$ cat config.mk
export PLATFORM = sky130hd
export DESIGN_NAME = d_e_pipe_reg
export DESIGN_NICKNAME = d
export VERILOG_FILES = /design/src/rtl/d_e_pipe_reg.sv
export SDC_FILE = /design/constraint.sdc
export NUM_CORES = 1
export LEC_CHECK = 0
export CORE_ASPECT_RATIO = 0.5
export CORE_MARGIN = 3
export CORE_UTILIZATION = 39
export CTS_CLUSTER_SIZE = 20
export DETAILED_ROUTE_END_ITERATION = 12
export HOLD_SLACK_MARGIN = 0.03
export PLACE_DENSITY = 0.78
export SYNTH_ARGS = -nofsm -noshare
export SYNTH_HDL_FRONTEND = slang
export SYNTH_SLANG_ARGS = --single-unit
$ cat constraint.sdc
create_clock -name clk -period 2.1 [get_ports clk]
set_clock_uncertainty 0.05 [all_clocks]
set_input_delay 0.42 -clock clk [delete_from_list [all_inputs] [get_ports clk]]
set_output_delay 0.42 -clock clk [all_outputs]
set_load 0.1 [all_outputs]
$ cat src/rtl/d_e_pipe_reg.sv
// D->E pipeline register: captures decode results for the execute stage, with
// hold, bubble insertion, Tnew countdown and saturating stall/bubble counters.
module d_e_pipe_reg #(
  parameter int          CTRL_W         = 16,
  parameter logic [31:0] RESET_PC       = 32'h0000_3000,
  parameter bit          BUBBLE_KEEP_PC = 1'b1,
  parameter int          CNT_W          = 32
) (
  input  logic              clk,
  input  logic              reset,
  input  logic              en,
  input  logic              clr,
  input  logic              D_valid,
  input  logic [31:0]       D_PC,
  input  logic [31:0]       D_Instr,
  input  logic [31:0]       D_RD1,
  input  logic [31:0]       D_RD2,
  input  logic [31:0]       D_SignImm,
  input  logic [4:0]        D_WriteReg,
  input  logic [1:0]        D_Tnew,
  input  logic [CTRL_W-1:0] D_ctrl,
  output logic              E_valid,
  output logic [31:0]       E_PC,
  output logic [31:0]       E_Instr,
  output logic [31:0]       E_RD1,
  output logic [31:0]       E_RD2,
  output logic [31:0]       E_SignImm,
  output logic [4:0]        E_WriteReg,
  output logic [1:0]        E_Tnew,
  output logic [CTRL_W-1:0] E_ctrl,
  output logic [CNT_W-1:0]  stall_cnt,
  output logic [CNT_W-1:0]  bubble_cnt
);

  localparam logic [CNT_W-1:0] CNT_ONE = {{(CNT_W-1){1'b0}}, 1'b1};

  logic              valid_q,   valid_d;
  logic [31:0]       pc_q,      pc_d;
  logic [31:0]       instr_q,   instr_d;
  logic [31:0]       rd1_q,     rd1_d;
  logic [31:0]       rd2_q,     rd2_d;
  logic [31:0]       imm_q,     imm_d;
  logic [4:0]        wreg_q,    wreg_d;
  logic [1:0]        tnew_q,    tnew_d;
  logic [CTRL_W-1:0] ctrl_q,    ctrl_d;
  logic [CNT_W-1:0]  stall_q,   stall_d;
  logic [CNT_W-1:0]  bubble_q,  bubble_d;

  always_comb begin
    valid_d  = valid_q;
    pc_d     = pc_q;
    instr_d  = instr_q;
    rd1_d    = rd1_q;
    rd2_d    = rd2_q;
    imm_d    = imm_q;
    wreg_d   = wreg_q;
    tnew_d   = tnew_q;
    ctrl_d   = ctrl_q;
    stall_d  = stall_q;
    bubble_d = bubble_q;
    if (clr) begin
      // A bubble must carry WriteReg=0 so forwarding and the GRF see no write.
      valid_d  = 1'b0;
      pc_d     = BUBBLE_KEEP_PC ? D_PC : 32'h0;
      instr_d  = '0;
      rd1_d    = '0;
      rd2_d    = '0;
      imm_d    = '0;
      wreg_d   = '0;
      tnew_d   = '0;
      ctrl_d   = '0;
      bubble_d = (bubble_q == '1) ? bubble_q : bubble_q + CNT_ONE;
    end else if (en) begin
      valid_d = D_valid;
      pc_d    = D_PC;
      instr_d = D_Instr;
      rd1_d   = D_RD1;
      rd2_d   = D_RD2;
      imm_d   = D_SignImm;
      wreg_d  = D_WriteReg;
      tnew_d  = (D_Tnew == 2'd0) ? 2'd0 : D_Tnew - 2'd1;
      ctrl_d  = D_ctrl;
    end else begin
      stall_d = (stall_q == '1) ? stall_q : stall_q + CNT_ONE;
    end
  end

  always_ff @(posedge clk or negedge reset) begin
    if (!reset) begin
      valid_q  <= 1'b0;
      pc_q     <= RESET_PC;
      instr_q  <= '0;
      rd1_q    <= '0;
      rd2_q    <= '0;
      imm_q    <= '0;
      wreg_q   <= '0;
      tnew_q   <= '0;
      ctrl_q   <= '0;
      stall_q  <= '0;
      bubble_q <= '0;
    end else begin
      valid_q  <= valid_d;
      pc_q     <= pc_d;
      instr_q  <= instr_d;
      rd1_q    <= rd1_d;
      rd2_q    <= rd2_d;
      imm_q    <= imm_d;
      wreg_q   <= wreg_d;
      tnew_q   <= tnew_d;
      ctrl_q   <= ctrl_d;
      stall_q  <= stall_d;
      bubble_q <= bubble_d;
    end
  end

  assign E_valid    = valid_q;
  assign E_PC       = pc_q;
  assign E_Instr    = instr_q;
  assign E_RD1      = rd1_q;
  assign E_RD2      = rd2_q;
  assign E_SignImm  = imm_q;
  assign E_WriteReg = wreg_q;
  assign E_Tnew     = tnew_q;
  assign E_ctrl     = ctrl_q;
  assign stall_cnt  = stall_q;
  assign bubble_cnt = bubble_q;

endmodule

==> results.yml <==
critical_path:
  critical_path.startpoint_type: "register"
  crit_required_ns: 2.46
  endpoint_kind: "register"
  slowest_stage: "or4_4"
  cp_top_family: "simple AND/OR/NAND/NOR gates"
  critical_path.cell_chain: "nand4_1 -> or4_4 -> o31a_1 -> mux2_4"
  path_max_fanout: 4
  arrival_time_of_the_worst_setup_path_ns: 2.39
  critPathKind: "reg -> reg"
  critical_path.max_stage_delay_ns: 0.59
  cp_num_buf_inv: 0
final_layout:
  layout.cells.most_common: "buf_4"
  layout.nets: 1482
  proportion_of_layout_cells_with_a_drive_suffix_above_1_pct: 33.82
  fillCellCount: 2008
  diodes: 0
  areaGrowthSynthToFinish_pct: 54.43
  final_design_area_no_fill_um2: 15790
  final_util_pct: 61.94
  commonest_cells_after_routing_fill_and_taps_aside: "276 x buf_4, 184 x clkdlybuf4s50_1, 182 x dfrtp_1"
pwr:
  power_density_nw_per_um2: 949.4
  pwr-share-comb_pct: 30.4
  power.internal_uw: 9448
  worst_ir_drop_vdd_uv: 649.6
  clkPwrFrac_pct: 33.3
  power.sequential.fraction_pct: 36.3
  power.static_leakage_uw: 0.007610
  switchingPower_uw: 5545
  p_sw_share_pct: 36.99
timing:
  slew_headroom_pct: 27.53
  worst_pin_slew_ns: 1.087
  timing.final.setup_violations: 0
  maxSlewViolCount: 0
  finalHoldViolCount: 0
  final_period_minus_worst_setup_slack_ns: 2.038
  max_freq_mhz: 490.6
  post-route-period-util_pct: 97.06
  rsz0062_at_grt: "yes"
drt:
  routedWlPerCell_um: 18.85
  detail_route.iter0.violations: 453
  routed_wl_mm: 31.18
  routed-via-count: 8044
  via_per_inst: 4.863
  drc_errors: 0
  postRouteAntennaNets: 0
  drt_first_pass_iters: 5
floorplanning:
  core-area_um2: 25500
  die_area_um2: 28320
  initial_core_util_pct: 40.11
  die_w_um: 235
  ios: 436
  die_height_um: 120.5
  placement_rows: 41
global_routing:
  first_pass_grt_wire_length_mm: 48.56
  grt_start_max_net_pins: 107
  antenna_found_initial: 0
  grt_pass1_vias: 8215
  grt_util_all_layers_pct: 21.38
  overflow_after_grt: 0
clocking:
  cts_buffers: 24
  cts-root-to-sink-buffers: 3
  clock_latency_ns: 0.53
  cts_tree: "yes"
  cts.root.buffer_cell: "clkbuf_16"
  h-tree-depth: 1
  cts.sinks: 248
  cts.clk_slew.worst_paths_ns: 0.07
synthesis:
  mappedNetlistArea_um2: 10230
  seq_area_frac_synth_pct: 60.71
  post_synth_inst_count: 834
  synth.distinct_cells: 39
  post_synth.cell_area_avg_um2: 12.26
  yosys_warnings: 0
  synth.ff_latch_count: 248
  synthesis.nets: 1024
place:
  dp.final_hpwl_mm: 23.17
  io_buffer_count: 435
  postPlaceCellArea_um2: 14840
  place.gp.congestion: 0.8564
min_path:
  hold_class: "in -> reg"
status:
  run_status: "complete, no violations"
job:
  max_cap_violations: 0
-- cell usage after synthesis, drive strengths merged --
cell type | instances | share of area, %
a31oi | 3 | 0.18
mux2 | 35 | 3.9
xnor2 | 38 | 3.3
xor2 | 22 | 1.9
a211o | 1 | 0.086
nor2 | 167 | 6.1
nand3 | 25 | 1.3
and4 | 5 | 0.43
o31a | 1 | 0.086
dfstp | 2 | 0.51
nand3b | 2 | 0.15
mux2i | 150 | 15
nor2b | 1 | 0.061
a21o | 1 | 0.073
o31ai | 1 | 0.073
a311o | 1 | 0.098
buf | 10 | 0.43
a21oi | 4 | 0.20
dfrtp | 246 | 60
and3 | 7 | 0.43
or2 | 1 | 0.061
nand4 | 21 | 1.3
nand2b | 3 | 0.18
a2111oi | 1 | 0.27
ha | 2 | 0.24
inv | 2 | 0.073
clkbuf | 30 | 1.1
nor4 | 6 | 0.58
a211oi | 1 | 0.12
nor3 | 8 | 0.39
or3 | 3 | 0.18
nand2 | 28 | 1.0
or4 | 3 | 0.22
and2 | 3 | 0.18
-- power by group through the flow --
stage / clock, µW / sequential, µW / combinational (µW)
3_3_place_gp: 0 / 5520 / 4510
4_1_cts: 5100 / 5450 / 4580
5_1_grt: 5310 / 5500 / 4710
3_5_place_dp: 0 / 5530 / 4560
6_report: 4990 / 5450 / 4560
2_1_floorplan: 0 / 7970 / 623
-- registers in the layout, summed over array words and instances, names as in the netlist --
name	count
E_RD2	32
E_RD1	32
bubble_cnt	32
E_Tnew	2
E_SignImm	32
E_WriteReg	5
stall_cnt	32
E_Instr	32
E_ctrl	16
E_PC	32
E_valid	1
-- worst register-to-register path: cells and delay by family, from the launching register on --
| kind | cells | cell delay, ns |
|---|---|---|
| and+or+nand+nor | 2 | 0.78 |
| DFF | 1 | 0.44 |
| AOI/OAI and AO/OA | 1 | 0.33 |
| muxes | 1 | 0.32 |
-- layer usage --
metal / GRT usage [%] / part of all wire, %
met2: 37.26 / 52
met3: 3.555 / 3.6
met5: 0 / 0
met1: 27.49 / 41
met4: 6.870 / 3.4
-- metrics by stage --
stage | cells | setup TNS (ns) | total power, µW | worst slack (ns) | hold WS [ns]
floorplan | 834 | -1.026 | 8589 | -0.1333 | 0.07441
global placement | 1607 | 0 | 10030 | 0.09829 | 0.3258
detailed placement | 1607 | 0 | 10090 | 0.07464 | 0.3362
CTS | 1652 | 0 | 15120 | 0.06413 | 0.2256
global route | 1654 | -0.04007 | 15510 | -0.01838 | 0.2420
finish | 1654 | 0 | 14990 | 0.06166 | 0.2481
-- path summary, 6_finish.rpt --
check                      slack, ns            end      startpoint  cells past startpoint
min in group asynchronous       0.36     E_Instr[4]           reset                      2
max                             0.06  bubble_cnt[1]  bubble_cnt[20]                      4
min                             0.25   E_SignImm[2]             clr                      3
max in group asynchronous       0.92       E_PC[13]           reset                      3
min reg2reg                     0.44  stall_cnt[23]   stall_cnt[23]                      1
max reg2reg                     0.06  bubble_cnt[1]  bubble_cnt[20]                      4
-- cells by family (layout without fill, tap and decap cells) --
family          count (synthesis)  after routing  synth area share, %
mux                           185            185                18.54
simple gates                  283            283                12.58
compound gates                 14             14                1.187
buf+inv                        42            518                1.603
xor+xnor                       60             60                5.139
flops                         248            248                60.71
fa+ha+maj                       2              2               0.2447
-- cell type report --
cell class	instances	area [µm²]	area share, %
repair buffers	472	4133	26.17
clock buffers	33	695.7	4.405
flip-flops and latches	248	6391	40.47
inverters	2	7.507	0.04754
multi-input cells	544	3921	24.83
clock inverters	11	214.0	1.355
well taps	344	430.4	2.725
-- what timing repair did --
action	in CTS	in global routing
endpoints found under the hold margin	46	0
setup buffers	0	2
setup endpoints to repair	0	8
resized for setup	0	3
hold buffers	1	0
No activity file was read; power rests on OpenSTA's default activity.
